**config.mk**
```make
export PLATFORM = sky130hd
export DESIGN_NAME = weight_biu
export DESIGN_NICKNAME = d
export VERILOG_FILES = /design/src/rtl/weight_biu.sv
export SDC_FILE = /design/constraint.sdc
export NUM_CORES = 1
export LEC_CHECK = 0
export BUFFER_PORTS_ARGS = -buffer_cell sky130_fd_sc_hd__clkbuf_2
export CORE_MARGIN = 5
export CORE_UTILIZATION = 50
export DETAILED_ROUTE_END_ITERATION = 8
export PLACE_DENSITY = 0.73
export SYNTH_ARGS = -nofsm -noshare
export SYNTH_HDL_FRONTEND = slang
export SYNTH_SLANG_ARGS = --single-unit
```
**constraint.sdc**
```tcl
create_clock -name clk -period 7 [get_ports clk]
set_input_delay 2.1 -clock clk [delete_from_list [all_inputs] [get_ports clk]]
set_output_delay 2.1 -clock clk [all_outputs]
set_load 0.02 [all_outputs]
```
**src/rtl/weight_biu.sv**
```systemverilog
// weight_biu: read-side bus interface unit for convolution weights.
// Requests the ICB arbiter, issues sequential 32-bit read commands, buffers the
// responses in a show-ahead FIFO and streams them to the weight buffer.
// Because the response path has no back-pressure, a command is only issued when
// FIFO space is reserved for its response (outstanding + fifo_cnt < FIFO_DEPTH).
// Optional feature: define WEIGHT_BIU_PERF_EN to add the perf_stall_cnt output.
module weight_biu #(
  parameter int unsigned FIFO_DEPTH = 8,
  parameter int unsigned CNT_W      = 16
) (
  input  logic             clk,
  input  logic             rst_n,
  input  logic             start,
  input  logic [31:0]      base_addr,
  input  logic [CNT_W-1:0] word_num,
  output logic             busy,
  output logic             done,
  output logic             weight_biu2arb_req,
  output logic [31:0]      weight_biu2arb_addr,
  output logic             weight_biu2arb_vld,
  input  logic             weight_biu2arb_rdy,
  input  logic [31:0]      arb2weight_biu_data,
  input  logic             arb2weight_biu_vld,
  output logic             arb2weight_biu_rdy,
  output logic [31:0]      wbuf_data,
  output logic             wbuf_vld,
  input  logic             wbuf_rdy
`ifdef WEIGHT_BIU_PERF_EN
  ,
  output logic [31:0]      perf_stall_cnt
`endif
);

  localparam int unsigned PTR_W = (FIFO_DEPTH > 1) ? $clog2(FIFO_DEPTH) : 1;

  localparam logic [2:0] S_IDLE     = 3'd0;
  localparam logic [2:0] S_REQ      = 3'd1;
  localparam logic [2:0] S_WAIT_RSP = 3'd2;
  localparam logic [2:0] S_FLUSH    = 3'd3;
  localparam logic [2:0] S_DONE     = 3'd4;

  localparam logic [PTR_W:0]   FIFO_FULL  = (PTR_W+1)'(FIFO_DEPTH);
  localparam logic [CNT_W:0]   CREDIT_MAX = (CNT_W+1)'(FIFO_DEPTH);
  localparam logic [CNT_W-1:0] CNT_ONE    = {{(CNT_W-1){1'b0}}, 1'b1};

  logic [2:0]       r_state;
  logic [29:0]      r_base;
  logic [CNT_W-1:0] r_num;
  logic [CNT_W-1:0] r_issue_cnt;
  logic [CNT_W-1:0] r_rsp_cnt;
  logic [CNT_W-1:0] r_pop_cnt;
  logic             r_granted;
  logic             r_busy;
  logic             r_done;
  logic [31:0]      r_mem [FIFO_DEPTH];
  logic [PTR_W-1:0] r_wr_ptr;
  logic [PTR_W-1:0] r_rd_ptr;
  logic [PTR_W:0]   r_fifo_cnt;

  logic             w_xfer;
  logic             w_start_ok;
  logic             w_more;
  logic             w_credit_ok;
  logic             w_vld;
  logic             w_acc;
  logic             w_push;
  logic             w_pop;
  logic             w_empty;
  logic [CNT_W-1:0] w_outstanding;
  logic [CNT_W:0]   w_used;
  logic [31:0]      w_addr;
  logic             w_unused_lsb;

  // Byte offset within a word is irrelevant: commands are always word aligned.
  assign w_unused_lsb = ^base_addr[1:0];

  assign w_xfer        = (r_state == S_REQ) || (r_state == S_WAIT_RSP);
  assign w_start_ok    = (r_state == S_IDLE) && start && !r_busy;
  assign w_more        = r_issue_cnt < r_num;
  assign w_outstanding = r_issue_cnt - r_rsp_cnt;
  // Credits in use: responses still in flight plus words parked in the FIFO.
  assign w_used        = {1'b0, w_outstanding} + {{(CNT_W-PTR_W){1'b0}}, r_fifo_cnt};
  assign w_credit_ok   = w_used < CREDIT_MAX;
  assign w_vld         = (r_state == S_REQ) && r_granted && w_more && w_credit_ok;
  assign w_acc         = w_vld && weight_biu2arb_rdy;
  // Requires CNT_W <= 30; the sum wraps modulo 2^32.
  assign w_addr        = {r_base, 2'b00} + {{(30-CNT_W){1'b0}}, r_issue_cnt, 2'b00};

  assign w_push  = arb2weight_biu_vld && w_xfer;
  assign w_empty = (r_fifo_cnt == '0);
  assign w_pop   = !w_empty && wbuf_rdy;

  assign busy                = r_busy;
  assign done                = r_done;
  assign weight_biu2arb_req  = w_xfer;
  assign weight_biu2arb_vld  = w_vld;
  assign weight_biu2arb_addr = w_addr;
  assign arb2weight_biu_rdy  = w_xfer;
  assign wbuf_vld            = !w_empty;
  assign wbuf_data           = w_empty ? 32'h0 : r_mem[r_rd_ptr];

  // Control FSM, transfer parameters, handshake counters and busy/done flags.
  always_ff @(posedge clk) begin
    if (!rst_n) begin
      r_state     <= S_IDLE;
      r_base      <= '0;
      r_num       <= '0;
      r_issue_cnt <= '0;
      r_rsp_cnt   <= '0;
      r_pop_cnt   <= '0;
      r_granted   <= 1'b0;
      r_busy      <= 1'b0;
      r_done      <= 1'b0;
    end else begin
      r_done <= 1'b0;
      if (r_done) begin
        r_busy <= 1'b0;
      end
      if (w_acc) begin
        r_issue_cnt <= r_issue_cnt + CNT_ONE;
      end
      if (w_push) begin
        r_rsp_cnt <= r_rsp_cnt + CNT_ONE;
      end
      if (w_pop) begin
        r_pop_cnt <= r_pop_cnt + CNT_ONE;
      end
      // Grant is only honoured while req is high; early/lagging rdy is ignored.
      if (r_state == S_REQ) begin
        if (weight_biu2arb_rdy) begin
          r_granted <= 1'b1;
        end
      end else begin
        r_granted <= 1'b0;
      end
      case (r_state)
        S_IDLE: begin
          if (w_start_ok) begin
            r_busy <= 1'b1;
            if (word_num != '0) begin
              r_base      <= base_addr[31:2];
              r_num       <= word_num;
              r_issue_cnt <= '0;
              r_rsp_cnt   <= '0;
              r_pop_cnt   <= '0;
              r_state     <= S_REQ;
            end else begin
              r_state <= S_DONE;
            end
          end
        end
        S_REQ: begin
          if (w_acc && ((r_issue_cnt + CNT_ONE) == r_num)) begin
            r_state <= S_WAIT_RSP;
          end
        end
        S_WAIT_RSP: begin
          // Hold req until every response is in so the arbiter keeps routing here.
          if (r_rsp_cnt == r_num) begin
            r_state <= S_FLUSH;
          end
        end
        S_FLUSH: begin
          if (r_pop_cnt == r_num) begin
            r_state <= S_DONE;
          end
        end
        S_DONE: begin
          r_done  <= 1'b1;
          r_state <= S_IDLE;
        end
        default: begin
          r_state <= S_IDLE;
        end
      endcase
    end
  end

  // FIFO pointers and occupancy; push and pop may coincide at any fill level.
  always_ff @(posedge clk) begin
    if (!rst_n) begin
      r_wr_ptr   <= '0;
      r_rd_ptr   <= '0;
      r_fifo_cnt <= '0;
    end else begin
      assert (!(w_push && !w_pop && (r_fifo_cnt == FIFO_FULL)));
      if (w_push) begin
        r_wr_ptr <= r_wr_ptr + 1'b1;
      end
      if (w_pop) begin
        r_rd_ptr <= r_rd_ptr + 1'b1;
      end
      case ({w_push, w_pop})
        2'b10:   r_fifo_cnt <= r_fifo_cnt + 1'b1;
        2'b01:   r_fifo_cnt <= r_fifo_cnt - 1'b1;
        default: r_fifo_cnt <= r_fifo_cnt;
      endcase
    end
  end

  // FIFO storage; contents need no reset since the read port is masked when empty.
  always_ff @(posedge clk) begin
    if (w_push) begin
      r_mem[r_wr_ptr] <= arb2weight_biu_data;
    end
  end

`ifdef WEIGHT_BIU_PERF_EN
  logic [31:0] r_perf_cnt;
  logic        w_stall;

  assign w_stall        = w_xfer && (!weight_biu2arb_rdy || (w_more && !w_credit_ok));
  assign perf_stall_cnt = r_perf_cnt;

  // Stall counter: arbiter not ready, or credit exhausted with words left to issue.
  always_ff @(posedge clk) begin
    if (!rst_n) begin
      r_perf_cnt <= '0;
    end else if (w_start_ok) begin
      r_perf_cnt <= '0;
    end else if (w_stall) begin
      r_perf_cnt <= r_perf_cnt + 32'd1;
    end
  end
`endif

endmodule

```
After elaboration in Yosys (flattened, before gate mapping)
Memories as Yosys holds them, arrays and structs flattened. A register that Yosys moved wholly into a read port is not among the register bits.
Cells that the tools add are included.
{"block": "word_totals", "reg_bits": 110, "wordCells": 85, "n_memories": 1, "ram_bits": 256}
{"block": "op_classes", "eq_ne": 13, "n_reduce_logical": 19, "n_addsub": 10, "n_lt_le_gt_ge": 2, "n_mux": 28}
{"memory": "r_mem", "depth": 8, "width": 32, "rd": 1, "rd_clocked_by_memory_dff": 1, "wr": 1, "line_no": "55", "rtl": "logic [31:0] r_mem [FIFO_DEPTH];"}
{"operator": "$mux W16", "count": 12}
{"operator": "$add A16 B1 Y16 const B", "count": 3}
{"operator": "$eq A16 B16 Y1", "count": 3}
{"operator": "$add A32 B18 Y32", "count": 1}
{"operator": "$mux W32", "count": 1}
{"operator": "$mux W3", "count": 7}
{"operator": "$add A16 B4 Y17", "count": 1}
{"operator": "$lt A17 B4 Y1 const B", "count": 1}
{"operator": "$lt A16 B16 Y1", "count": 1}
{"operator": "$reduce_bool A16 Y1", "count": 1}
{"operator": "$sub A16 B16 Y16", "count": 1}
{"operator": "$pmux W3 S4", "count": 1}
{"operator": "$logic_and A1 B1 Y1", "count": 9}
{"operator": "$pmux W4 S2", "count": 1}
{"operator": "$add A3 B1 Y3 const B", "count": 2}
{"operator": "$eq A3 B2 Y1 const B", "count": 2}
{"operator": "$mux W1", "count": 6}
{"operator": "$add A4 B1 Y4 const B", "count": 1}
{"operator": "$logic_not A4 Y1", "count": 1}
{"operator": "$ne A2 B1 Y1 const B", "count": 2}
{"operator": "$ne A2 B2 Y1 const B", "count": 2}
{"operator": "$reduce_and A4 Y1", "count": 1}
{"operator": "$sub A4 B1 Y4 const B", "count": 1}
{"operator": "$eq A3 B1 Y1 const B", "count": 1}
{"operator": "9 further kinds", "count": 10}

Longest topological paths before layout
Gate-level depths: netlist of the first run.
{"block": "depth", "ltp_word": 9, "ltp_mapped": 15}

Worst setup path after synthesis of the first run
OpenSTA, ideal clock, no wires.
{"block": "synth_timing", "kind": "input-to-reg", "start": "input arb2weight_biu_vld", "end": "memory r_mem[2][0], enable pin", "t_arrival_ps": 6186, "required_ps": 6487, "stages": 4, "setup_slack_ps": 301, "setup_time_ps": 513, "path_cell_list": "nor3b_1 clkbuf_1 inv_1 nor4b_1"}
{"block": "synth_between", "elab_chain_len": 3}
{"item": "from (decl)", "line_no": "23", "rtl": "input logic arb2weight_biu_vld,"}
{"item": "$logic_and A1 B1 Y1", "line_no": "89", "rtl": "assign w_push = arb2weight_biu_vld && w_xfer;"}
{"item": "$mux W1", "line_no": "203", "rtl": "if (w_push) begin"}
{"item": "$mux W1 (not written as such)", "line_no": "204", "rtl": "r_mem[r_wr_ptr] <= arb2weight_biu_data;"}
{"item": "to (decl)", "line_no": "55"}
Every way passes these cells.

Worst setup path after layout of the first run
{"block": "layout_timing", "start": "register r_issue_cnt[0]", "end": "output weight_biu2arb_vld"}
{"block": "layout_between", "elab_chain_len": 4, "elab_cells_between_ends": 6}
{"item": "from (decl)", "line_no": "49", "rtl": "logic [CNT_W-1:0] r_issue_cnt;"}
{"item": "from (signal assigned)", "line_no": "120", "rtl": "r_issue_cnt <= r_issue_cnt + CNT_ONE;"}
{"item": "$sub A16 B16 Y16", "line_no": "80", "rtl": "assign w_outstanding = r_issue_cnt - r_rsp_cnt;"}
{"item": "$add A16 B4 Y17", "line_no": "82", "rtl": "assign w_used = {1'b0, w_outstanding} + {{(CNT_W-PTR_W){1'b0}}, r_fifo_cnt};"}
{"item": "$lt A17 B4 Y1", "line_no": "83", "rtl": "assign w_credit_ok = w_used < CREDIT_MAX;"}
{"item": "$logic_and A1 B1 Y1 (*)", "line_no": "84", "rtl": "assign w_vld = (r_state == S_REQ) && r_granted && w_more && w_credit_ok;"}
{"item": "to (decl)", "line_no": "20", "rtl": "output logic weight_biu2arb_vld,"}
Every way passes the cells marked *; elsewhere a longest branch is shown, timed or not.

==> impl_metrics.csv, run 1 <==
group,metric,value,unit
timing,clock_skew,0.0262,ns
clock_network,clock_sinks,369,
synth,ys_types,70,
routing,finalWirelength,40.2,mm
hold_path,hold_path.class,"flop to flop",
synth,synthSimpleGateAreaFrac,12.5,%
synth,seq_area_frac_synth,56.1,%
timing,timing.final.crit_share,89.9,%
global_route,grt_pass1_vias,11500,
routing,drc,0,
synth,synth-seq-cells,369,
synth,synth_xor_area_share,6.00,%
timing,slew_viol_final,0,
synth,yosysMostFrequentCell,"edfxtp_1",
layout,fillers,2848,
pwr,p_leak,7.38,nW
place,routabilityCongestion,0.882,
worst_setup_path,start_kind,"flop",
synth,synthArstFlopShare,0,%
timing,relSlewSlack,20.7,%
synth,synth_top_family_by_area,"simple AND/OR/NAND/NOR gates",
synth,synth-compound-area-share,7.00,%
clock_network,insertion_delay,0.55,ns
synth,synth_top_area_share,43.3,%
place,port_buffers,151,
synth,synth_common_cells,"edfxtp_1 (256), nand2_1 (162), dfxtp_1 (113)",
clock_network,cts_setup_buffers,0,
layout,syn_to_final_growth,14.1,%
floorplanning,core_area,35300,sq um
synth,synthTopCellsByArea,"edfxtp_1 (43%), dfxtp_1 (13%), mux4_2 (8.1%), xnor2_1 (4.2%), ha_1 (4.1%)",
worst_setup_path,crit_arrival,4.19,ns
clock_network,cts_tree,"done",
global_route,grt_pass1_wl,63.1,mm
layout,drive_gt1_share,19.8,%
routing,vias,11600,
clock_network,cts_hold_buf,0,
place,hpwl,26.5,mm
synth,yosys.area.top_type,"edfxtp_1",
floorplanning,rows,69,
floorplanning,die-area,39400,sq um
routing,detail-route-antenna-nets,0,
job,maxCapViolations,0,
synth,synth-adder-area-share,4.43,%
timing,finalHoldViolCount,0,
synth,syn-cell-area,17700,sq um
global_route,gr-total-overflow,0,
timing,fmax,0.159,GHz
clock_network,cts_resized,0,
clock_network,cts_buffers,38,
worst_setup_path,crit_path_top_delay_cell,"dfxtp_1",
pwr,cellPowerDensity,325,nW/um^2
synth,synth-edff-count,256,
worst_setup_path,slowest_delay,0.43,ns
worst_setup_path,cp_common_cell,"ha_1",
global_route,antenna_found_initial,0,
clock_network,cts.htree.levels,2,
status,status,"finished clean",
layout,nets,1713,
synth,synth_flop_cell,"edfxtp_1",
worst_setup_path,worstPathCellList,"inv_1 > ha_1 > fa_1 > xnor2_1 > ha_1 > a21oi_1 > o31ai_1 > and2_1 > o21ai_0 > nand3b_1 > a211o_1 > a2111o_1 > nor4_1 > clkbuf_2",
place,pre_cts_ws,1.29,ns
synth,synth_warnings,0,
clock_network,clkTransAtPathRegs,0.06,ns
worst_setup_path,worstSetupPathType,"flop to primary output",
synth,syn-mean-instance-area,12.4,sq um
clock_network,cts_buffer_depth,3,
worst_setup_path,cp.required,4.90,ns
layout,seqCellArea,9960,sq um
routing,dr.pass1.iters,5,
clock_network,root_buffer,"clkbuf_16",
global_route,grt.total_usage,20.3,%
layout,multiInputGateArea,7330,sq um
global_route,grt_max_degree,51,
worst_setup_path,cp_max_fo,6,
synth,synth_cells,1430,
synth,muxShareOfSynthArea,11.1,%
routing,vias_per_cell,5.66,
timing,timing.setup.tns,0,ns
layout,n_antenna_cell,0,
routing,post_drt_wl_per_cell,19.6,um
timing,setup_slack,0.708,ns
worst_setup_path,cp-end-kind,"primary output",
routing,drt-initial-drc-count,795,
pwr,ir_drop,249,uV
floorplanning,fp.dieW,198,um
timing,setup_viol,0,
floorplanning,dieHeight,198,um
floorplanning,io_pins,156,
layout,final_util,57.3,%
timing,worst_pin_slew,1.19,ns
timing,finalCriticalPeriod,6.29,ns
floorplanning,initial_core_util,50.2,%
timing,rsz0062_at_grt,"no",
metrics by stage:
stage | total power [mW] | instance area, sq um | std cells | hold slack (ns)
2_1_floorplan | 4.00 | 17700 | 1431 | 0.443
3_3_place_gp | 4.54 | 19000 | 1987 | 0.457
4_1_cts | 6.64 | 20200 | 2056 | 0.473
5_1_grt | 6.91 | 20200 | 2056 | 0.498
3_5_place_dp | 4.59 | 19000 | 1987 | 0.464
6_report | 6.59 | 20200 | 2056 | 0.468
cell type report:
cell class / count / area share, %
Timing Repair Buffer: 171 / 4.47
Tap cell: 461 / 2.85
Multi-Input combinational cell: 934 / 36.2
Sequential cell: 369 / 49.2
Clock buffer: 48 / 4.98
Clock inverter: 21 / 1.35
Inverter: 52 / 0.964
report_power, final:
group	internal (mW)	switching, mW	total (mW)
sequential	2.52	0.192	2.71
combinational	0.697	1.13	1.83
clock	1.19	0.857	2.05
worst paths after layout:
kind	start	to	slack [ns]	depth (start not counted)
worst max register to register	r_issue_cnt[0]$_SDFF_PN0_	r_state[0]$_SDFFE_PN0P_	2.97	13
worst min-delay path	r_base[11]$_SDFFE_PN0P_	r_base[11]$_SDFFE_PN0P_	0.47	2
worst max-delay path	r_issue_cnt[0]$_SDFF_PN0_	weight_biu2arb_vld	0.71	14
worst min register to register	r_base[11]$_SDFFE_PN0P_	r_base[11]$_SDFFE_PN0P_	0.47	2
registers in the layout (all words and copies together) (netlist names), 3 cells and up, named ones only:
register and cells:
r_mem 256, r_base 30, r_issue_cnt 16, r_num 16, r_pop_cnt 16, r_rsp_cnt 16, r_fifo_cnt 4, r_rd_ptr 3
r_state 3, r_wr_ptr 3
logic make-up after synthesis:
group / count (synthesis)
and+or+nand+nor: 456
adders and majority gates: 61
muxes: 116
xor gates and xnor gates: 120
DFF: 369
AOI/OAI and AO/OA: 179
buffers and inverters: 128
other: 1
per-layer routing:
metal	track usage, %	part of all wire (%)
met1	27.3	43
met2	34.4	50
met3	3.40	5.2
met4	5.64	2.4
met5	0	0
worst max-delay path, delay by kind of cell (launching register included):
kind | cells | cell delay (ns)
compound gates | 5 | 1.22
flops | 1 | 0.43
buf+inv | 2 | 0.35
simple gates | 3 | 0.53
fa+ha+maj | 3 | 0.97
xor+xnor | 1 | 0.14
cells in the final DEF (no fill, tap or decap), types with 51 or more instances in the layout:
cell	synthesis	routed
a21boi_0	51	51
clkbuf_2	0	151
dfxtp_1	113	110
edfxtp_1	256	256
ha_1	58	58
inv_1	52	52
mux2i_1	52	52
mux4_2	64	64
nand2_1	162	162
nor2_1	98	97
xnor2_1	85	85
(Power assumes the default switching activity.)
==> run 2, diff against run 1 <==
Settings changed: REMOVE_ABC_BUFFERS set to 1.
==> run 2 against run 1 <==
Against the previous run:
- core utilization grew 0.24 points
- clock-buffer cell count grew 3
- total power grew 1.8%
- final cell count is the same
- setup slack lost 0.15 ns
- register-to-register slack gained 0.16 ns
- critical endpoint unchanged
- largest cell class unchanged
==> impl_metrics.csv, run 2 (synthesized netlist as in run 1, its figures left out) <==
group,metric,value,unit
clock_network,cts_hold_buf,0,
worst_setup_path,startpoint,"r_issue_cnt[0]$_SDFF_PN0_",
place,port_buffers,151,
worst_setup_path,worstSetupPathType,"flop to primary output",
place,hpwl,25.6,mm
floorplanning,io_pins,156,
timing,setup_viol,0,
worst_setup_path,cp.required,4.90,ns
timing,finalHoldViolCount,0,
timing,fmax,0.155,GHz
worst_setup_path,cp-end-kind,"primary output",
global_route,grt.total_usage,20.1,%
clock_network,clock_sinks,369,
layout,top_register,"r_mem",
worst_setup_path,cp_max_fo,6,
layout,final_cell_mix,"edfxtp_1 (256), nand2_1 (162), clkbuf_2 (151)",
clock_network,cts_buffer_depth,3,
global_route,grt_pass1_vias,11700,
layout,layoutNonFillerInstCount,2056,
worst_setup_path,r2r_start,"r_issue_cnt[0]$_SDFF_PN0_",
floorplanning,initial_core_util,50.2,%
timing,finalCriticalPeriod,6.44,ns
floorplanning,fp.dieW,198,um
layout,syn_to_final_growth,14.6,%
layout,top_regs,"r_mem (256), r_base (30)",
global_route,grt_pass1_wl,62.4,mm
pwr,ir_drop,272,uV
worst_setup_path,crit_arrival,4.34,ns
routing,vias_per_cell,5.60,
routing,vias,11500,
routing,dr.pass1.iters,5,
floorplanning,die-area,39400,sq um
status,status,"finished clean",
clock_network,cts.htree.levels,2,
clock_network,clkTransAtPathRegs,0.05,ns
routing,detail-route-antenna-nets,0,
place,placed_area,18900,sq um
timing,relSlewSlack,26.4,%
global_route,antenna_found_initial,1,
layout,largest_reg_flops,256,
pwr,p_leak,7.42,nW
global_route,grt_max_degree,49,
hold_path,holdCritStartpoint,"r_base[10]$_SDFFE_PN0P_",
layout,drive_gt1_share,20.0,%
job,maxCapViolations,0,
place,dp.cells,1983,
routing,drc,0,
hold_path,hold_path.class,"flop to flop",
routing,post_drt_wl_per_cell,19.2,um
clock_network,cts_resized,0,
place,routabilityCongestion,0.914,
layout,stdcell_area,20300,sq um
clock_network,insertion_delay,0.55,ns
floorplanning,dieHeight,198,um
routing,finalWirelength,39.6,mm
timing,clock_skew,0.0174,ns
pwr,cellPowerDensity,330,nW/um^2
pwr,power.total,6.71,mW
layout,final_common_cell,"edfxtp_1",
timing,rsz0062_at_grt,"no",
floorplanning,rows,69,
timing,slew_viol_final,0,
worst_setup_path,start_kind,"flop",
layout,nets,1710,
layout,fillers,2815,
routing,drt-initial-drc-count,871,
clock_network,root_buffer,"clkbuf_16",
clock_network,cts_tree,"done",
floorplanning,core_area,35300,sq um
global_route,gr-total-overflow,0,
timing,worst_pin_slew,1.10,ns
clock_network,cts_setup_buffers,0,
timing,timing.final.crit_share,92.0,%
clock_network,cts_buffers,39,
==> run 2: cell count changes in the layout (fill, tap and decap cells not counted), sizes merged <==
cell | previous run | this run
buf | 20 | 16
clkbuf | 199 | 202
diode | 0 | 1
bufinv | 4 | 7
clkinv | 14 | 13
clkinvlp | 2 | 0
==> run 2: metal layers <==
metal  GRT usage (%)  vias up  routed length (um)
li1                -     5513                   -
met1            26.6     5577               16800
met2            33.4      361               18700
met3            3.95       65                2770
met4            6.76        0                1300
met5               0        -                   0
==> run 2: cell type report <==
type                    instances  area (sq um)  area share, %
diodes                          1          2.50         0.0123
clock buffers                  51          1070           5.27
clock inverters                21           323           1.59
inverters                      52           195          0.960
multi-input cells             934          7330           36.1
flip-flops and latches        369          9960           49.0
well taps                     461           577           2.84
repair buffers                167           876           4.31
==> run 2: power by group <==
group	internal (mW)	switching (mW)
clock network	1.35	0.846
registers	2.52	0.202
logic	0.695	1.09
total	4.57	2.14
==> run 2: metrics by stage <==
step | setup TNS, ns | util, % | hold slack (ns) | setup WS (ns)
2_1_floorplan | -1.51 | - | 0.443 | -0.0471
3_3_place_gp | 0 | 53.6 | 0.454 | 1.17
3_5_place_dp | 0 | 53.6 | 0.464 | 1.08
4_1_cts | 0 | 57.6 | 0.472 | 0.492
5_1_grt | 0 | 57.6 | 0.502 | 0.330
6_report | 0 | 57.6 | 0.470 | 0.560
==> run 2: final timing paths <==
path | end | slack, ns | cells past startpoint
setup / recovery | weight_biu2arb_vld | 0.56 | 14
setup reg to reg | r_state[0]$_SDFFE_PN0P_ | 3.13 | 13
hold reg to reg | r_base[10]$_SDFFE_PN0P_ | 0.47 | 2
hold / removal | r_base[10]$_SDFFE_PN0P_ | 0.47 | 2
==> run 2: critical path: stages (launching register included) <==
cell	delay [ns]
dfxtp_1	0.42
inv_1	0.12
ha_1	0.27
fa_1	0.41
xnor2_1	0.20
ha_1	0.26
a21oi_1	0.14
o31ai_1	0.10
and2_1	0.18
o21ai_0	0.22
nand3b_1	0.11
a211o_1	0.27
a2111o_1	0.37
nor4_1	0.44
clkbuf_2	0.26
